<file path="config.mk">
export PLATFORM = sky130hd
export DESIGN_NAME = pw_pattern_sender_flat
export DESIGN_NICKNAME = d
export VERILOG_FILES = /design/src/rtl/pw_pattern_sender_if.sv /design/src/rtl/pw_pattern_sender.sv /design/src/flat_wrapper.sv
export SDC_FILE = /design/constraint.sdc
export NUM_CORES = 1
export LEC_CHECK = 0
export CAP_MARGIN = 20
export CORE_MARGIN = 4
export CORE_UTILIZATION = 40
export CTS_CLUSTER_SIZE = 40
export DETAILED_ROUTE_END_ITERATION = 10
export PLACE_DENSITY_LB_ADDON = 0.05
export SLEW_MARGIN = 0
export SYNTH_ARGS = -nofsm -noshare
export SYNTH_HDL_FRONTEND = slang
export SYNTH_SLANG_ARGS = --single-unit
export TNS_END_PERCENT = 5
</file>
<file path="constraint.sdc">
create_clock -name fe_clk -period 10.2 [get_ports fe_clk]
set_input_delay 1.02 -clock fe_clk [delete_from_list [all_inputs] [get_ports fe_clk]]
set_output_delay 1.02 -clock fe_clk [all_outputs]
set_load 0.1 [all_outputs]
</file>
<file path="src/rtl/pw_pattern_sender_if.sv">
`default_nettype none
// ============================================================================
// Module      : pw_pattern_sender_if
// Description : Byte-stream valid/ready bundle between the pattern sender
//               and a downstream consumer such as the front-end matcher.
//               fe_data        - current byte
//               fe_data_valid  - byte present
//               fe_ready       - downstream accepts when high with valid
//               master : byte producer (drives data/valid, reads ready)
//               slave  : byte consumer (reads data/valid, drives ready)
// Revision    : 1.0 - initial release
// ============================================================================
interface pw_pattern_sender_if;
  logic [7:0] fe_data;
  logic       fe_data_valid;
  logic       fe_ready;

  modport master (
    output fe_data,
    output fe_data_valid,
    input  fe_ready
  );

  modport slave (
    input  fe_data,
    input  fe_data_valid,
    output fe_ready
  );
endinterface
`default_nettype wire

</file>
<file path="src/rtl/pw_pattern_sender.sv">
`default_nettype none
// ============================================================================
// Module      : pw_pattern_sender
// Description : Byte-stream pattern transmitter. On a start request it
//               latches a pattern of up to pPATTERN_BYTES bytes together
//               with length, inter-byte gap and repeat count, then plays the
//               pattern (byte 0 = I_pattern[7:0]) onto a valid/ready byte
//               interface, (I_repeat+1) times, inserting I_gap idle cycles
//               after every accepted byte except the last one.
//
// Ports       : fe_clk          - clock, rising edge
//               reset_i         - asynchronous active-high reset
//               I_start         - one-cycle start request (ignored when busy)
//               I_abort         - stop the current transfer, highest priority
//               I_pattern       - pattern bytes, byte k = [8k+7:8k]
//               I_pattern_bytes - byte count, clamped to pPATTERN_BYTES
//               I_gap           - idle cycles after each non-final byte
//               I_repeat        - extra passes (0 = send once)
//               fe              - byte stream (master side)
//               O_busy          - transfer in progress
//               O_done          - one-cycle pulse on normal completion
// Revision    : 1.0 - initial release
// ============================================================================
module pw_pattern_sender #(
  parameter int pPATTERN_BYTES = 8
) (
  input  logic                        fe_clk,
  input  logic                        reset_i,
  input  logic                        I_start,
  input  logic                        I_abort,
  input  logic [pPATTERN_BYTES*8-1:0] I_pattern,
  input  logic [7:0]                  I_pattern_bytes,
  input  logic [7:0]                  I_gap,
  input  logic [7:0]                  I_repeat,
  pw_pattern_sender_if.master         fe,
  output logic                        O_busy,
  output logic                        O_done
);

  // --------------------------------------------------------------------------
  // Constants
  // --------------------------------------------------------------------------
  localparam int         c_IDX_W   = (pPATTERN_BYTES > 1) ? $clog2(pPATTERN_BYTES) : 1;
  localparam logic [7:0] c_MAX_LEN = 8'(pPATTERN_BYTES);

  typedef enum logic [1:0] {
    ST_IDLE = 2'd0,
    ST_SEND = 2'd1,
    ST_GAP  = 2'd2,
    ST_DONE = 2'd3
  } state_t;

  // --------------------------------------------------------------------------
  // State and latched configuration
  // --------------------------------------------------------------------------
  state_t               r_state;
  logic [7:0]           r_pat [pPATTERN_BYTES];
  logic [c_IDX_W-1:0]   r_last_idx;   // latched length minus one
  logic [7:0]           r_gap;
  logic [7:0]           r_repeat;
  logic [c_IDX_W-1:0]   r_idx;        // byte being presented / next to present
  logic [7:0]           r_pass;       // 0 .. r_repeat, never exceeds r_repeat
  logic [7:0]           r_gap_cnt;    // remaining idle cycles minus one

  logic [7:0]           r_data;
  logic                 r_valid;
  logic                 r_busy;
  logic                 r_done;

  // --------------------------------------------------------------------------
  // Combinational helpers
  // --------------------------------------------------------------------------
  logic [7:0]           w_len_clamped;
  logic [c_IDX_W-1:0]   w_last_idx_new;
  logic                 w_idx_last;
  logic                 w_pass_last;
  logic [c_IDX_W-1:0]   w_idx_next;
  logic                 w_accept;

  assign w_len_clamped  = (I_pattern_bytes > c_MAX_LEN) ? c_MAX_LEN : I_pattern_bytes;
  // Only meaningful for a non-zero length; a zero-length start never
  // reaches SEND, so the wrapped value is never used.
  assign w_last_idx_new = c_IDX_W'(w_len_clamped - 8'd1);

  assign w_idx_last     = (r_idx == r_last_idx);
  assign w_pass_last    = (r_pass == r_repeat);
  assign w_idx_next     = w_idx_last ? '0 : (r_idx + c_IDX_W'(1));
  assign w_accept       = r_valid & fe.fe_ready;

  // --------------------------------------------------------------------------
  // Sequencer: single registered process, every output is a flop.
  // --------------------------------------------------------------------------
  always_ff @(posedge fe_clk or posedge reset_i) begin
    if (reset_i) begin
      r_state    <= ST_IDLE;
      for (int k = 0; k < pPATTERN_BYTES; k++) begin
        r_pat[k] <= '0;
      end
      r_last_idx <= '0;
      r_gap      <= '0;
      r_repeat   <= '0;
      r_idx      <= '0;
      r_pass     <= '0;
      r_gap_cnt  <= '0;
      r_data     <= '0;
      r_valid    <= 1'b0;
      r_busy     <= 1'b0;
      r_done     <= 1'b0;
    end else if (I_abort) begin
      // Abort beats everything, including a start arriving in IDLE. A byte
      // handshaken in this cycle is already delivered; we simply stop.
      r_state <= ST_IDLE;
      r_valid <= 1'b0;
      r_busy  <= 1'b0;
      r_done  <= 1'b0;
    end else begin
      case (r_state)
        // DONE behaves like IDLE for new starts: busy is already low, so a
        // start in the completion-pulse cycle is accepted back to back.
        ST_IDLE, ST_DONE: begin
          r_done  <= 1'b0;
          r_state <= ST_IDLE;
          if (I_start) begin
            for (int k = 0; k < pPATTERN_BYTES; k++) begin
              r_pat[k] <= I_pattern[8*k +: 8];
            end
            r_last_idx <= w_last_idx_new;
            r_gap      <= I_gap;
            r_repeat   <= I_repeat;
            r_idx      <= '0;
            r_pass     <= '0;
            if (w_len_clamped != 8'd0) begin
              // Byte 0 comes straight from the live input so it appears in
              // the very first cycle after the start edge.
              r_state <= ST_SEND;
              r_data  <= I_pattern[7:0];
              r_valid <= 1'b1;
              r_busy  <= 1'b1;
            end else begin
              r_state <= ST_DONE;
              r_done  <= 1'b1;
            end
          end
        end

        ST_SEND: begin
          // Without a handshake nothing changes: data and valid hold.
          if (w_accept) begin
            if (w_idx_last && w_pass_last) begin
              r_state <= ST_DONE;
              r_valid <= 1'b0;
              r_busy  <= 1'b0;
              r_done  <= 1'b1;
            end else begin
              r_idx <= w_idx_next;
              if (w_idx_last) begin
                r_pass <= r_pass + 8'd1;
              end
              if (r_gap == 8'd0) begin
                r_data <= r_pat[w_idx_next];
              end else begin
                r_state   <= ST_GAP;
                r_valid   <= 1'b0;
                // Loaded with gap-1 so the return to SEND lands exactly
                // r_gap cycles after valid dropped.
                r_gap_cnt <= r_gap - 8'd1;
              end
            end
          end
        end

        ST_GAP: begin
          if (r_gap_cnt == 8'd0) begin
            r_state <= ST_SEND;
            r_data  <= r_pat[r_idx];
            r_valid <= 1'b1;
          end else begin
            r_gap_cnt <= r_gap_cnt - 8'd1;
          end
        end

        default: begin
          r_state <= ST_IDLE;
          r_valid <= 1'b0;
          r_busy  <= 1'b0;
          r_done  <= 1'b0;
        end
      endcase
    end
  end

  // --------------------------------------------------------------------------
  // Outputs
  // --------------------------------------------------------------------------
  assign fe.fe_data       = r_data;
  assign fe.fe_data_valid = r_valid;
  assign O_busy           = r_busy;
  assign O_done           = r_done;

endmodule
`default_nettype wire

</file>
<file path="src/flat_wrapper.sv">
// flat-port wrapper written by rule: the top's interface ports become plain ports
module pw_pattern_sender_flat 
#(
  parameter int pPATTERN_BYTES = 8
)
  (fe_clk, reset_i, I_start, I_abort, I_pattern, I_pattern_bytes, I_gap, I_repeat, O_busy, O_done, fe_fe_data, fe_fe_data_valid, fe_fe_ready);
  pw_pattern_sender_if fe_i ();
  input  logic fe_clk;
  input  logic reset_i;
  input  logic I_start;
  input  logic I_abort;
  input  logic [pPATTERN_BYTES*8-1:0] I_pattern;
  input  logic [7:0] I_pattern_bytes;
  input  logic [7:0] I_gap;
  input  logic [7:0] I_repeat;
  output logic O_busy;
  output logic O_done;
  output wire logic [$bits(fe_i.fe_data)-1:0] fe_fe_data;
  output wire logic [$bits(fe_i.fe_data_valid)-1:0] fe_fe_data_valid;
  input wire logic [$bits(fe_i.fe_ready)-1:0] fe_fe_ready;
  assign fe_fe_data = fe_i.fe_data;
  assign fe_fe_data_valid = fe_i.fe_data_valid;
  assign fe_i.fe_ready = fe_fe_ready;
  pw_pattern_sender #(.pPATTERN_BYTES(pPATTERN_BYTES)) u_core (.fe_clk(fe_clk), .reset_i(reset_i), .I_start(I_start), .I_abort(I_abort), .I_pattern(I_pattern), .I_pattern_bytes(I_pattern_bytes), .I_gap(I_gap), .I_repeat(I_repeat), .fe(fe_i), .O_busy(O_busy), .O_done(O_done));
endmodule
</file>
==> flow_summary.json, run 1 <==
{
  "leakagePower_nw": 3.280,
  "synth_flop_cell": "dfrtp_1",
  "overflow": 0,
  "synth.ff_latch_count": 115,
  "ios": 104,
  "hpwlAfterDp_um": 11230,
  "startpoint_type": "primary input",
  "ys_seq_area_share_pct": 43.88,
  "power_switching_w": 0.0009875,
  "clockRootBuffer": "clkbuf_16",
  "crit_arrival_ns": 4.33,
  "detail_route.wl_per_cell_um": 18.67,
  "firstDrtPassIters": 4,
  "antenna_found_initial": 0,
  "synthCells": 543,
  "tightest_slew_ns": 1.026,
  "clock-sinks": 115,
  "cts_setup_buffers": 0,
  "routed_wl_um": 16190,
  "fmax_mhz": 248.6,
  "combPwrFrac_pct": 44.0,
  "fin_nets": 740,
  "fin_crit_sh_pct": 39.44,
  "dieHeight_um": 136.0,
  "finalHoldViolCount": 0,
  "finClkSkew_ns": 0.006862,
  "clk_latency_ns": 0.42,
  "coreArea_um2": 16000,
  "die_area_um2": 18510,
  "power_density_nw_per_um2": 309.1,
  "rows": 46,
  "avgSynthCellArea_um2": 12.08,
  "syn_to_final_growth_pct": 27.34,
  "fin_crit_ns": 4.023,
  "grt_pass1_vias": 5120,
  "layout-drive-gt1-share_pct": 25.50,
  "grt_first_pass_wirelength_um": 26340,
  "seqPwrFrac_pct": 33.4,
  "power_w": 0.002581,
  "track_usage_pct": 18.32,
  "p_int_w": 0.001594,
  "required_ns": 10.51,
  "die_w_um": 136.0,
  "synthArstFlopShare_pct": 100.0,
  "path_clk_slew_ns": 0.05,
  "setup_viol_count_final": 0,
  "finalHoldWorstSlack_ns": 0.5035,
  "synth_area_um2": 6558,
  "diodes": 0,
  "crit_fanout": 9,
  "ir_drop_mv": 0.1405,
  "worst_setup_path_end_kind": "flip-flop",
  "gp_congestion": 0.8289,
  "drtIter0Drc": 230,
  "synth_edf_count": 0,
  "synth_cell_types": 66,
  "maxCapViolCount": 0,
  "cts_resized": 0,
  "slew_viol_final": 0,
  "rsz0062_at_grt": "false",
  "status": "finished clean",
  "pwr-share-clk_pct": 22.6,
  "final_antenna_net_count": 0,
  "initial_core_util_pct": 40.98,
  "cts_made_buffers": 17,
  "critPathKind": "primary input to flip-flop",
  "grt_max_degree": 70,
  "htree_levels": 4,
  "avgViaCountPerCell": 5.551,
  "cts_buffer_depth": 2,
  "syn_nets": 644,
  "swShare_pct": 38.25,
  "cts_tree": "done",
  "layout.cells.most_common": "dfrtp_1",
  "holdBufCountCts": 0,
  "portBuffers": 103,
  "yosysWarningCount": 0,
  "fin_util_pct": 52.19,
  "setup_tns_ns": 0,
  "min_path_type": "flip-flop to flip-flop",
  "drc": 0,
  "slew_headroom_pct": 31.36,
  "layout_common_cells": "dfrtp_1 (114), clkdlybuf4s50_1 (103), mux2_2 (89), nand2_1 (27), mux2i_1 (25)",
  "num_vias": 4813
}
[final timing paths]
kind	endpoint	slack, ns	start	cells after the start
min in group asynchronous	u_core.r_pat[2]	1.02	reset_i	2
min reg2reg	u_core.r_gap_cnt[7]	0.50	u_core.r_gap_cnt[7]	2
max	u_core.fe.fe_data[7]	6.18	I_pattern_bytes[6]	10
max reg2reg	u_core.fe.fe_data[0]	6.85	u_core.r_idx[1]	6
min	u_core.r_gap_cnt[7]	0.50	u_core.r_gap_cnt[7]	2
max in group asynchronous	u_core.r_idx[0]	7.80	reset_i	3
[logic make-up (layout without fill, tap and decap cells)]
kind of cell | count (synthesis) | count (layout) | share of synthesized area (%)
multiplexers | 141 | 141 | 27.86
flip-flops | 115 | 115 | 43.88
adder cells (fa/ha/maj) | 8 | 8 | 1.526
XOR/XNOR | 19 | 19 | 2.767
buffers and inverters | 52 | 160 | 3.511
AND/OR/NAND/NOR | 114 | 114 | 9.865
AO/OA/AOI/OAI | 94 | 94 | 10.59
[power by group through the flow]
stage,registers (W),clock network [W],logic (W)
3_5_place_dp,0.000871,0,0.00113
5_1_grt,0.000893,0.000620,0.00123
6_report,0.000863,0.000584,0.00113
3_3_place_gp,0.000861,0,0.00111
2_1_floorplan,0.000938,0,0.000780
4_1_cts,0.000864,0.000600,0.00114
[synth_stat cells, drive strengths merged, types with 2 or more instances]
| cell | number | area, um2 |
|---|---|---|
| nor3b | 2 | 15.01 |
| xor2 | 8 | 85.08 |
| o31a | 2 | 17.52 |
| a211o | 3 | 26.28 |
| nand3b | 2 | 15.01 |
| clkinv | 2 | 7.510 |
| a31oi | 3 | 25.02 |
| nand4 | 4 | 25.02 |
| mux4 | 24 | 540.5 |
| nor4 | 6 | 58.80 |
| ha | 8 | 100.1 |
| nand2 | 27 | 101.4 |
| nor4b | 2 | 17.52 |
| or2 | 3 | 18.78 |
| nor3 | 11 | 60.06 |
| or3 | 5 | 36.28 |
| o32a | 7 | 70.07 |
| a211oi | 9 | 67.56 |
| clkbuf | 13 | 48.80 |
| o21ai | 15 | 75.07 |
| a21oi | 8 | 43.79 |
| o41ai | 2 | 17.52 |
| buf | 20 | 110.1 |
| o2111ai | 2 | 17.52 |
| xnor2 | 11 | 96.34 |
| nand4b | 2 | 17.52 |
| and3 | 2 | 12.51 |
| o31ai | 14 | 105.1 |
| mux2 | 92 | 1036 |
| dfrtp | 115 | 2878 |
| nand3 | 12 | 60.06 |
| o211ai | 11 | 82.58 |
| mux2i | 25 | 250.2 |
| nor2b | 11 | 68.82 |
| o22ai | 9 | 56.30 |
| inv | 17 | 63.81 |
| nor2 | 13 | 48.80 |
| nand2b | 7 | 43.79 |
[per-stage QoR]
stage	worst slack (ns)	cells	instance area, um2
final	6.177	867	8351
after global routing	5.854	867	8351
after CTS	6.221	866	8335
after detailed placement	5.809	835	7749
after global placement	6.002	835	7749
after floorplan	6.136	543	6558
[layer usage]
| layer | vias up | GRT usage, % | part of all wire [%] |
|---|---|---|---|
| met3 | 29 | 5.292 | 5.4 |
| met5 | - | 0 | 0 |
| li1 | 2252 | - | - |
| met4 | 0 | 6.271 | 1.9 |
| met2 | 120 | 30.63 | 49 |
| met1 | 2412 | 22.76 | 44 |
[cell type report]
| class | instances | area [um2] |
|---|---|---|
| inverters | 19 | 73.82 |
| repair buffers | 110 | 1091 |
| flip-flops and latches | 115 | 2879 |
| clock buffers | 19 | 452.9 |
| clock inverters | 12 | 133.9 |
| multi-input cells | 376 | 3450 |
| well taps | 216 | 270.3 |
| fillers | 1429 | 7650 |
[sequential cells by signal, indices dropped and copies added (netlist names)]
| register | flops |
|---|---|
| u_core.r_pass | 8 |
| u_core.fe.fe_data_valid | 1 |
| u_core.r_idx | 3 |
| u_core.r_pat | 64 |
| u_core.r_gap_cnt | 8 |
| u_core.O_done | 1 |
| u_core.r_state | 2 |
| u_core.r_last_idx | 3 |
| u_core.r_repeat | 8 |
| u_core.O_busy | 1 |
| u_core.r_gap | 8 |
| u_core.fe.fe_data | 8 |
[critical path: stages]
cell and delay, ns:
clkdlybuf4s50_1 0.40, nor2_1 0.17, nor4b_1 0.65, nand2_1 0.21
ha_1 0.22, nor2b_1 0.15, a31oi_2 0.29, o2111ai_1 0.39
or2_0 0.50, o31ai_1 0.33
Power figures use the tool's default switching activity.
==> run 2, diff against run 1 <==
==> constraint.sdc (replaced) <==
create_clock -name fe_clk -period 3.64 [get_ports fe_clk]
set_input_delay 0.364 -clock fe_clk [delete_from_list [all_inputs] [get_ports fe_clk]]
set_output_delay 0.364 -clock fe_clk [all_outputs]
set_load 0.1 [all_outputs]
==> run 2 against run 1 <==
Total power grew to 2.8 times the previous value. Sequential share of layout area shrank 0.29 points. Flip-flop and latch count is the same. Critical path depth grew 1. Register-to-register slack lost 5.9 ns. Hold slack lost 0.11 ns. Worst setup slack lost 5.4 ns. Global-route usage shrank 0.20 points. Critical endpoint is now u_core.fe.fe_data[6].
==> flow_summary.json, run 2 (synthesized netlist as in run 1, its figures left out) <==
{
  "ir_drop_mv": 0.3874,
  "layout_common_cells": "dfrtp_1 (114), clkdlybuf4s50_1 (103), mux2_2 (89), nand2_1 (27), mux2i_1 (25)",
  "critPathKind": "primary input to flip-flop",
  "clockRootBuffer": "clkbuf_16",
  "finalHoldViolCount": 0,
  "startpoint_type": "primary input",
  "cts_buffer_depth": 2,
  "antenna_found_initial": 0,
  "firstDrtPassIters": 4,
  "cts_resized": 0,
  "drc": 0,
  "r2r_cells": 7,
  "status": "finished clean",
  "setup_viol_count_final": 0,
  "dieHeight_um": 136.0,
  "leakagePower_nw": 3.330,
  "setup_tns_ns": 0,
  "gp_congestion": 0.8023,
  "slew_headroom_pct": 31.12,
  "min_path_type": "primary input to asynchronous set/reset pin",
  "crit_fanout": 9,
  "layout.cells.most_common": "dfrtp_1",
  "cts_made_buffers": 17,
  "coreArea_um2": 16000,
  "die_w_um": 136.0,
  "post-place-ws_ns": 0.3152,
  "grt_util_met3_pct": 5.181,
  "use_met2_pct": 30.19,
  "htree_levels": 4,
  "diodes": 0,
  "die_area_um2": 18510,
  "num_vias": 4832,
  "fin_crit_sh_pct": 79.89,
  "portBuffers": 103,
  "fmax_mhz": 343.9,
  "grt_use_met1_pct": 22.76,
  "top_register": "u_core.r_pat",
  "required_ns": 3.95,
  "final_antenna_net_count": 0,
  "holdBufCountCts": 0,
  "drtIter0Drc": 234,
  "syn_to_final_growth_pct": 28.41,
  "cts_tree": "done",
  "worst_slack_ns": 0.7320,
  "ios": 104,
  "avgViaCountPerCell": 5.529,
  "fin_nets": 748,
  "largest_register_ffs": 64,
  "ff2ff_setup_slack_ns": 0.99,
  "maxCapViolCount": 0,
  "clock-sinks": 115,
  "routed_wl_um": 15980,
  "power_density_nw_per_um2": 865.6,
  "reg2reg_from": "u_core.r_state[0]",
  "r2r_end": "u_core.fe.fe_data[6]",
  "grt_first_pass_wirelength_um": 26020,
  "layout-drive-gt1-share_pct": 25.99,
  "tightest_slew_ns": 1.030,
  "clk_latency_ns": 0.41,
  "rows": 46,
  "path_clk_slew_ns": 0.05,
  "finClkSkew_ns": 0.009107,
  "fin_crit_ns": 2.908,
  "crit_arrival_ns": 3.22,
  "cts_setup_buffers": 0,
  "initial_core_util_pct": 40.98,
  "hpwlAfterDp_um": 11410,
  "grt.busiest_layer": "met2",
  "grt_pass1_vias": 5089,
  "fill_cells": 1417,
  "grt_max_degree": 52,
  "detail_route.wl_per_cell_um": 18.29,
  "overflow": 0,
  "track_usage_pct": 18.12,
  "worst_setup_path_end_kind": "flip-flop",
  "rsz0062_at_grt": "false",
  "slew_viol_final": 0
}
==> run 2: cell count changes in the layout (fill, tap and decap cells not counted), sizes merged <==
cell / change
clkinvlp: -2
clkinv: -2
buf: +8
clkbuf: +2
bufinv: +1
==> run 2: where the power goes <==
part	leakage (nW)	switching, W	internal (W)	total (W)
clock network	0.281	0.000576	0.00110	0.00168
logic	1.66	0.00166	0.00158	0.00324
registers	1.38	0.000503	0.00187	0.00238
total	3.33	0.00274	0.00455	0.00729
==> run 2: layer usage <==
metal	up-vias	routed length, um
met1	2425	7063
met5	-	0
met4	0	285
li1	2272	-
met3	23	777
met2	112	7856
==> run 2: worst max-delay path by stage <==
stage                       startpoint                    to  slack, ns
floorplan                      reset_i         u_core.O_busy       0.23
global placement    I_pattern_bytes[6]  u_core.fe.fe_data[0]       0.39
detailed placement  I_pattern_bytes[6]  u_core.fe.fe_data[7]       0.32
CTS                 I_pattern_bytes[6]  u_core.fe.fe_data[6]       0.75
global route        I_pattern_bytes[6]  u_core.fe.fe_data[7]       0.46
finish              I_pattern_bytes[6]  u_core.fe.fe_data[6]       0.73
==> run 2: stage by stage <==
step	total power [W]	util [%]	hold WS, ns	instance area, um2	cells
2_1_floorplan	0.004814	-	0.4650	6558	543
3_3_place_gp	0.005581	48.93	0.4837	7829	844
3_5_place_dp	0.005648	48.93	0.4970	7829	844
4_1_cts	0.007375	52.63	0.4185	8421	874
5_1_grt	0.007759	52.63	0.4536	8421	874
6_report	0.007289	52.63	0.3903	8421	874
==> run 2: cell type report <==
class                   instances  area, um2  area share [%]
clock buffers                  21      460.4           5.468
repair buffers                118       1156           13.73
flip-flops and latches        115       2879           34.19
well taps                     216      270.3           3.210
multi-input cells             376       3450           40.97
clock inverters                 9      131.4           1.560
inverters                      19      73.82          0.8767
==> run 2: critical path, cell delays in order <==
cell and delay, ns:
clkdlybuf4s50_1 0.40, nor2_1 0.17, nor4b_1 0.25, buf_4 0.18, nand2_1 0.09, ha_1 0.18
nor2b_1 0.16, a31oi_2 0.29, o2111ai_1 0.37, or2_0 0.48, o31ai_1 0.29
